--- src/rtl/qid_lq_accumulator.sv ---
// Merges located chunks of one logical instruction into a full-width per-LQ word and buffers
// completed words in a small valid/ready FIFO. Optional LQ-conflict check: QID_ACC_CONFLICT_CHK_EN.
module qid_lq_accumulator #(
  parameter int unsigned         NUM_LQ         = 16,
  parameter int unsigned         OPCODE_BW      = 5,
  parameter int unsigned         LQADDR_BW      = 4,
  parameter int unsigned         MAX_CHUNKS     = 2,
  parameter int unsigned         OUT_DEPTH      = 2,
  parameter logic [OPCODE_BW-1:0] INVALID_OPCODE = '1
) (
  input  logic                          clk,
  input  logic                          rst,
  input  logic                          in_valid,
  output logic                          in_ready,
  input  logic                          in_last,
  input  logic [NUM_LQ*OPCODE_BW-1:0]   in_opcode_loc,
  input  logic [NUM_LQ*LQADDR_BW-1:0]   in_mregdst_loc,
  input  logic [NUM_LQ*2-1:0]           in_lpplist_loc,
  input  logic [NUM_LQ-1:0]             in_lqlist_loc,
  output logic                          out_valid,
  input  logic                          out_ready,
  output logic [NUM_LQ*OPCODE_BW-1:0]   out_opcode,
  output logic [NUM_LQ*LQADDR_BW-1:0]   out_mregdst,
  output logic [NUM_LQ*2-1:0]           out_lpplist,
  output logic [NUM_LQ-1:0]             out_lqlist,
  output logic                          err_overrun,
  output logic                          err_conflict
);

  localparam int unsigned OpW  = NUM_LQ * OPCODE_BW;
  localparam int unsigned MrW  = NUM_LQ * LQADDR_BW;
  localparam int unsigned LpW  = NUM_LQ * 2;
  localparam int unsigned PtrW = (OUT_DEPTH > 1) ? $clog2(OUT_DEPTH) : 1;
  localparam int unsigned FcW  = PtrW + 1;
  localparam int unsigned CntW = $clog2(MAX_CHUNKS) + 1;

  localparam logic [OpW-1:0]  OpRst    = {NUM_LQ{INVALID_OPCODE}};
  localparam logic [PtrW-1:0] PtrOne   = PtrW'(1);
  localparam logic [FcW-1:0]  FcOne    = FcW'(1);
  localparam logic [FcW-1:0]  FifoFull = FcW'(OUT_DEPTH);
  localparam logic [CntW-1:0] CntOne   = CntW'(1);
  localparam logic [CntW-1:0] LastCnt  = CntW'(MAX_CHUNKS - 1);

  typedef enum logic [0:0] {StIdle, StAccum} state_e;

  state_e          state_q, state_d;
  logic [CntW-1:0] chunk_cnt_q, chunk_cnt_d;
  logic [OpW-1:0]  acc_op_q, acc_op_d;
  logic [MrW-1:0]  acc_mr_q, acc_mr_d;
  logic [LpW-1:0]  acc_lp_q, acc_lp_d;
  logic [NUM_LQ-1:0] acc_lq_q, acc_lq_d;

  logic [OpW-1:0]    mrg_op;
  logic [MrW-1:0]    mrg_mr;
  logic [LpW-1:0]    mrg_lp;
  logic [NUM_LQ-1:0] mrg_lq;

  logic [OpW-1:0]    mem_op_q [OUT_DEPTH];
  logic [MrW-1:0]    mem_mr_q [OUT_DEPTH];
  logic [LpW-1:0]    mem_lp_q [OUT_DEPTH];
  logic [NUM_LQ-1:0] mem_lq_q [OUT_DEPTH];

  logic [PtrW-1:0] wr_ptr_q, wr_ptr_d;
  logic [PtrW-1:0] rd_ptr_q, rd_ptr_d;
  logic [FcW-1:0]  fifo_cnt_q, fifo_cnt_d;

  logic fifo_full, pop, accept, at_limit, push, overrun_set;
  logic err_overrun_q;

  // Per-LQ merge of the incoming chunk over the running accumulation.
  always_comb begin
    mrg_op = acc_op_q;
    mrg_mr = acc_mr_q;
    mrg_lp = acc_lp_q;
    mrg_lq = acc_lq_q;
    for (int unsigned i = 0; i < NUM_LQ; i++) begin
      if (in_lqlist_loc[i]) begin
        mrg_op[i*OPCODE_BW +: OPCODE_BW] = in_opcode_loc[i*OPCODE_BW +: OPCODE_BW];
        mrg_mr[i*LQADDR_BW +: LQADDR_BW] = in_mregdst_loc[i*LQADDR_BW +: LQADDR_BW];
        mrg_lp[i*2 +: 2]                 = in_lpplist_loc[i*2 +: 2];
        mrg_lq[i]                        = 1'b1;
      end
    end
  end

  always_comb begin
    fifo_full   = (fifo_cnt_q == FifoFull);
    out_valid   = (fifo_cnt_q != '0);
    pop         = out_valid && out_ready;
    in_ready    = !fifo_full || pop;
    accept      = in_valid && in_ready;
    at_limit    = (chunk_cnt_q == LastCnt);
    // Hitting the chunk limit without in_last forces a flush.
    push        = accept && (in_last || at_limit);
    overrun_set = accept && !in_last && at_limit;
  end

  always_comb begin
    state_d     = state_q;
    chunk_cnt_d = chunk_cnt_q;
    acc_op_d    = acc_op_q;
    acc_mr_d    = acc_mr_q;
    acc_lp_d    = acc_lp_q;
    acc_lq_d    = acc_lq_q;
    if (accept) begin
      if (push) begin
        state_d     = StIdle;
        chunk_cnt_d = '0;
        acc_op_d    = OpRst;
        acc_mr_d    = '0;
        acc_lp_d    = '0;
        acc_lq_d    = '0;
      end else begin
        unique case (state_q)
          StIdle:  state_d = StAccum;
          StAccum: state_d = StAccum;
          default: state_d = StIdle;
        endcase
        chunk_cnt_d = chunk_cnt_q + CntOne;
        acc_op_d    = mrg_op;
        acc_mr_d    = mrg_mr;
        acc_lp_d    = mrg_lp;
        acc_lq_d    = mrg_lq;
      end
    end
  end

  always_comb begin
    wr_ptr_d   = push ? wr_ptr_q + PtrOne : wr_ptr_q;
    rd_ptr_d   = pop  ? rd_ptr_q + PtrOne : rd_ptr_q;
    fifo_cnt_d = fifo_cnt_q;
    unique case ({push, pop})
      2'b10:   fifo_cnt_d = fifo_cnt_q + FcOne;
      2'b01:   fifo_cnt_d = fifo_cnt_q - FcOne;
      default: fifo_cnt_d = fifo_cnt_q;
    endcase
  end

  always_ff @(posedge clk) begin
    if (rst) begin
      state_q       <= StIdle;
      chunk_cnt_q   <= '0;
      acc_op_q      <= OpRst;
      acc_mr_q      <= '0;
      acc_lp_q      <= '0;
      acc_lq_q      <= '0;
      wr_ptr_q      <= '0;
      rd_ptr_q      <= '0;
      fifo_cnt_q    <= '0;
      err_overrun_q <= 1'b0;
    end else begin
      state_q       <= state_d;
      chunk_cnt_q   <= chunk_cnt_d;
      acc_op_q      <= acc_op_d;
      acc_mr_q      <= acc_mr_d;
      acc_lp_q      <= acc_lp_d;
      acc_lq_q      <= acc_lq_d;
      wr_ptr_q      <= wr_ptr_d;
      rd_ptr_q      <= rd_ptr_d;
      fifo_cnt_q    <= fifo_cnt_d;
      err_overrun_q <= err_overrun_q | overrun_set;
    end
  end

  always_ff @(posedge clk) begin
    if (rst) begin
      for (int unsigned k = 0; k < OUT_DEPTH; k++) begin
        mem_op_q[k] <= OpRst;
        mem_mr_q[k] <= '0;
        mem_lp_q[k] <= '0;
        mem_lq_q[k] <= '0;
      end
    end else if (push) begin
      mem_op_q[wr_ptr_q] <= mrg_op;
      mem_mr_q[wr_ptr_q] <= mrg_mr;
      mem_lp_q[wr_ptr_q] <= mrg_lp;
      mem_lq_q[wr_ptr_q] <= mrg_lq;
    end
  end

  assign out_opcode  = mem_op_q[rd_ptr_q];
  assign out_mregdst = mem_mr_q[rd_ptr_q];
  assign out_lpplist = mem_lp_q[rd_ptr_q];
  assign out_lqlist  = mem_lq_q[rd_ptr_q];
  assign err_overrun = err_overrun_q;

`ifdef QID_ACC_CONFLICT_CHK_EN
  logic err_conflict_q;

  always_ff @(posedge clk) begin
    if (rst) begin
      err_conflict_q <= 1'b0;
    end else if (accept && |(in_lqlist_loc & acc_lq_q)) begin
      err_conflict_q <= 1'b1;
    end
  end

  assign err_conflict = err_conflict_q;
`else
  assign err_conflict = 1'b0;
`endif

endmodule

--- config.mk ---
export PLATFORM = sky130hd
export DESIGN_NAME = qid_lq_accumulator
export DESIGN_NICKNAME = d
export VERILOG_FILES = /design/src/rtl/qid_lq_accumulator.sv
export SDC_FILE = /design/constraint.sdc
export NUM_CORES = 1
export LEC_CHECK = 0
export BUFFER_PORTS_ARGS = -buffer_cell sky130_fd_sc_hd__buf_2
export CAP_MARGIN = 20
export CORE_ASPECT_RATIO = 1.2
export CORE_UTILIZATION = 45
export CTS_CLUSTER_DIAMETER = 80
export DETAILED_ROUTE_END_ITERATION = 6
export PLACE_DENSITY = 0.79
export SETUP_SLACK_MARGIN = 0.3
export SLEW_MARGIN = 20
export SYNTH_ARGS = -nofsm -noshare
export SYNTH_HDL_FRONTEND = slang
export SYNTH_SLANG_ARGS = --single-unit
--- constraint.sdc ---
create_clock -name clk -period 15.3 [get_ports clk]
set_input_delay 1.53 -clock clk [delete_from_list [all_inputs] [get_ports clk]]
set_output_delay 1.53 -clock clk [all_outputs]
set_load 0.01 [all_outputs]
# Yosys cells after proc, flatten, opt, wreduce, memory -nomap -nowiden
# Memories as Yosys holds them, arrays and structs flattened. A register that Yosys moved wholly into a read port is not among the register bits.
# Cells that the tools add are included.
classes:
  mux: 95
  add_sub_neg: 5
  reduce_logical: 15
  n_eq_ne: 4
  bitwise_logic: 1
ops:
  columns: ["operator", "count"]
  rows:
  - ["two-way mux 80 bit", 2]
  - ["two-way mux 64 bit", 2]
  - ["two-way mux 5 bit", 16]
  - ["OR reduction 80 bit", 1]
  - ["two-way mux 32 bit", 2]
  - ["two-way mux 4 bit", 16]
  - ["OR reduction 64 bit", 1]
  - ["two-way mux 1 bit", 37]
  - ["two-way mux 2 bit", 17]
  - ["two-way mux 16 bit", 2]
  - ["OR reduction 32 bit", 1]
  - ["OR reduction 16 bit", 1]
  - ["logical AND 1 bit", 5]
  - ["adder 2 x 1 -> 2 bit, second input constant", 2]
  - ["equality test 2 x 1 -> 1 bit, second input constant", 2]
  - ["equality test 2 bit, second input constant", 2]
  - ["case mux 2 bit (2 select lines)", 1]
  - ["nonzero test 2 bit", 2]
  - ["adder 1 bit, second input constant", 2]
  - ["zero test 1 bit", 2]
  - ["logical OR 1 bit", 2]
  - ["subtractor 2 x 1 -> 2 bit, second input constant", 1]
  - ["bitwise OR 1 bit", 1]
word_totals:
  ram_bits: 384
  output_inout_bits: 196
  register_bits: 199
  mem_count: 4
  elab_cells: 133
mem_list:
  columns: ["memory", "depth", "word_bits", "rd", "rd_clocked_by_memory_dff", "write_ports", "line", "text"]
  rows:
  - ["mem_op_q", 2, 80, 1, 1, 2, "58", "logic [OpW-1:0] mem_op_q [OUT_DEPTH];"]
  - ["mem_mr_q", 2, 64, 1, 1, 2, "59", "logic [MrW-1:0] mem_mr_q [OUT_DEPTH];"]
  - ["mem_lp_q", 2, 32, 1, 1, 2, "60", "logic [LpW-1:0] mem_lp_q [OUT_DEPTH];"]
  - ["mem_lq_q", 2, 16, 1, 1, 2, "61", "logic [NUM_LQ-1:0] mem_lq_q [OUT_DEPTH];"]

# Depth between registers and ports, before layout
depth:
  depth_word: 10
  mapped_depth: 10
  depth_no_buf: 9

# Worst setup path before layout
# No wires, ideal clock.
synth_path:
  kind: "input -> register"
  startpoint: "in in_valid"
  endpoint: "mem mem_lp_q[0][0] (netlist bit) (enable)"
  t_arrival_ps: 15706
  path_stages: 6
  path_slack_ps: -1416
  path_buffers: 2
  cell_sequence: "buf_2 > inv_1 > nor3_1 > inv_2 > clkbuf_1 > o21ai_0"
synth_lines:
  columns: ["item", "line", "text"]
  rows:
  - ["from (decl)", "13", "input logic in_valid,"]
  - ["to (decl)", "60", null]

==> metrics <==
Worst Tran Pin Value=1.15 ns; die width=215 um; status=finished clean; routability cong.=0.784; Area Overhead vs Synth=17.9%; wire length on met2=32500 um; yosys warns=0; Fillers=4396; Pleak=10.4 nW; wl on met1=25800 um; CP Capture Type=flip-flop; Setup crit start=in_valid; core footprint=53600 um2; Rel. slew slack=23.1%; top routing layer in use=met5; sequential-to-total area share from yosys stat=63.5%; initial antenna violation count=17; Clock Tree Buf Depth=3; worst vdd ir=0.000103 V; post-layout minimum cycle time=5.57 ns; reg-to-reg critical path startpoint=chunk_cnt_q[0]; Via-to-Cell Ratio=5.80; clk slew on worst S/H paths=0.06 ns; post-DR wirelength/cell=22.4 um; post-synth cell types=39; aggregate global-route resource usage=23.1%; Worst Path Required=15.53 ns; 1st-pass router iterations=7; CTS tree=done; Power Dens Cells=134 nW/um2; final instance area=28800 um2; post-route setup TNS=0 ns; fmax=180 MHz; ys async rst share=0%; CTS buffer count=58; Post-CTS Setup Bufs=0; global route overflow=0; Area after DPL=26900 um2; Die ar.=55300 um2; routed vias=16900; Hold Buf Count CTS=0; total chip power=3.86 mW; post-DP HPWL=40700 um; Die Span Y=257 um; Worst Hold Launch=acc_lq_q[1]; Hold WC Path Type=flip-flop to flip-flop; row count=93; Cells after Synth=1830; Tcrit/Tclk final=36.4%; Max Cap Viol=0; startpoint types=input pin; fin cells=2916; DR DRC count=0; Clock Skew=0.0113 ns; worst hold slack=0.471 ns; syn_nets=2029; largest net degree at the start of global routing=81; Worst Path Arrival=5.80 ns; critical path fanouts, max=59; top cells by area, synth=edfxtp_1 (47%), dfxtp_1 (16%), mux2_2 (8.8%); fin nets=2342; latest clock arrival within the worst-skew pair=0.60 ns; global-route wire length before repair=97900 um; vias in the first global route=17100; layout cells sized above 1=33.8%; RSZ-0062 raised after global routing=false; Synth top area share=47.2%; kind of critical path=input pin to flip-flop; setup violators final=0; I/O Buffers=391; cts repair resizes=0; Synth area leader=edfxtp_1; Slew Limit Fails=0; H-Tree Depth=2; Iter 0 DRT Violations=1176; number of synthesized flops with an enable pin=384; WL met3=4640 um; synthesis-stage register bit count=584; CTS root buf=clkbuf_16; Cell Area, Synth=24400 um2; drt total wl=65400 um; Final Hold Vio Count=0; Starting Density=45.6%; most frequent cell after synthesis=edfxtp_1; commonest cells in the synthesized netlist=edfxtp_1 (384), dfxtp_1 (200), mux2_2 (192); I/O pin total=393; dpl cells=2794; Primary FF master, synth=edfxtp_1; number of routed nets with antenna violations=0; Mean Syn Cell Area=13.4 um2; Sinks on Clock Net=584
-- metal layers --
metal,up-vias,GRT usage [%]
li1,7567,-
met1,8520,27.8
met2,675,39.3
met3,142,5.22
met4,6,10.5
met5,-,0
-- final cells by class --
class,count,area [um2],area share (%)
clock inverters,16,129,0.447
flip-flops and latches,584,15500,53.9
well taps,712,891,3.09
inverters,6,25.0,0.0868
diodes,13,32.5,0.113
multi-input cells,1079,8270,28.7
repair buffers,414,2170,7.53
clock buffers,92,1770,6.15
-- registers in the layout, indices dropped and copies added, names as in the netlist, named ones only --
| register | flops |
|---|---|
| rd_ptr_q | 1 |
| acc_lp_q | 32 |
| fifo_cnt_q | 2 |
| err_overrun | 1 |
| acc_mr_q | 64 |
| chunk_cnt_q | 2 |
| acc_lq_q | 16 |
| mem_mr_q | 128 |
| acc_op_q | 80 |
| mem_lp_q | 64 |
| mem_op_q | 160 |
| mem_lq_q | 32 |
| wr_ptr_q | 1 |
-- report_power, final --
group	switching, mW	leakage, nW	internal, mW
combinational	0.385	4.34	0.254
sequential	0.0523	5.12	1.77
clock	0.592	0.923	0.813
-- critical path, stage by stage --
cell and delay (ns):
buf_2 0.40, inv_1 0.24, nor3_2 0.27, buf_4 0.69
inv_4 0.40, o21ai_4 0.79, buf_4 0.62, buf_4 0.73
-- layout by cell type (no fill, tap or decap), types with 17 or more instances in the layout --
cell | netlist | final
o22a_1 | 80 | 80
buf_4 | 2 | 21
nor3_1 | 114 | 112
mux2_2 | 192 | 192
buf_2 | 47 | 391
mux2i_1 | 176 | 176
edfxtp_1 | 384 | 384
dfxtp_1 | 200 | 199
nor2_1 | 150 | 150
nand2_1 | 81 | 80
nand4_1 | 17 | 17
nand3_1 | 80 | 80
clkbuf_1 | 87 | 19
a22o_1 | 96 | 96
clkbuf_16 | 0 | 62
-- final timing paths --
check                          to  slack (ns)  cells past startpoint
setup reg to reg  mem_mr_q[0][29]       10.64                      8
setup / recovery  mem_mr_q[0][29]        9.73                      8
hold reg to reg       acc_lq_q[1]        0.47                      2
hold / removal        acc_lq_q[1]        0.47                      2
-- cell families after synthesis --
family	count (synthesis)	share of synthesized area (%)
AND/OR/NAND/NOR	469	8.87
flip-flops	584	63.5
XOR/XNOR	3	0.108
AO/OA/AOI/OAI	236	8.44
adder cells (fa/ha/maj)	2	0.102
other	1	0.0153
buffers and inverters	167	2.87
multiplexers	368	16.1
-- metrics by stage --
stage	util, %	setup WS (ns)
2_1_floorplan	-	3.77
3_3_place_gp	50.0	9.11
3_5_place_dp	50.1	9.07
4_1_cts	53.6	9.69
5_1_grt	53.7	9.40
6_report	53.7	9.73
Power figures use the tool's default switching activity.
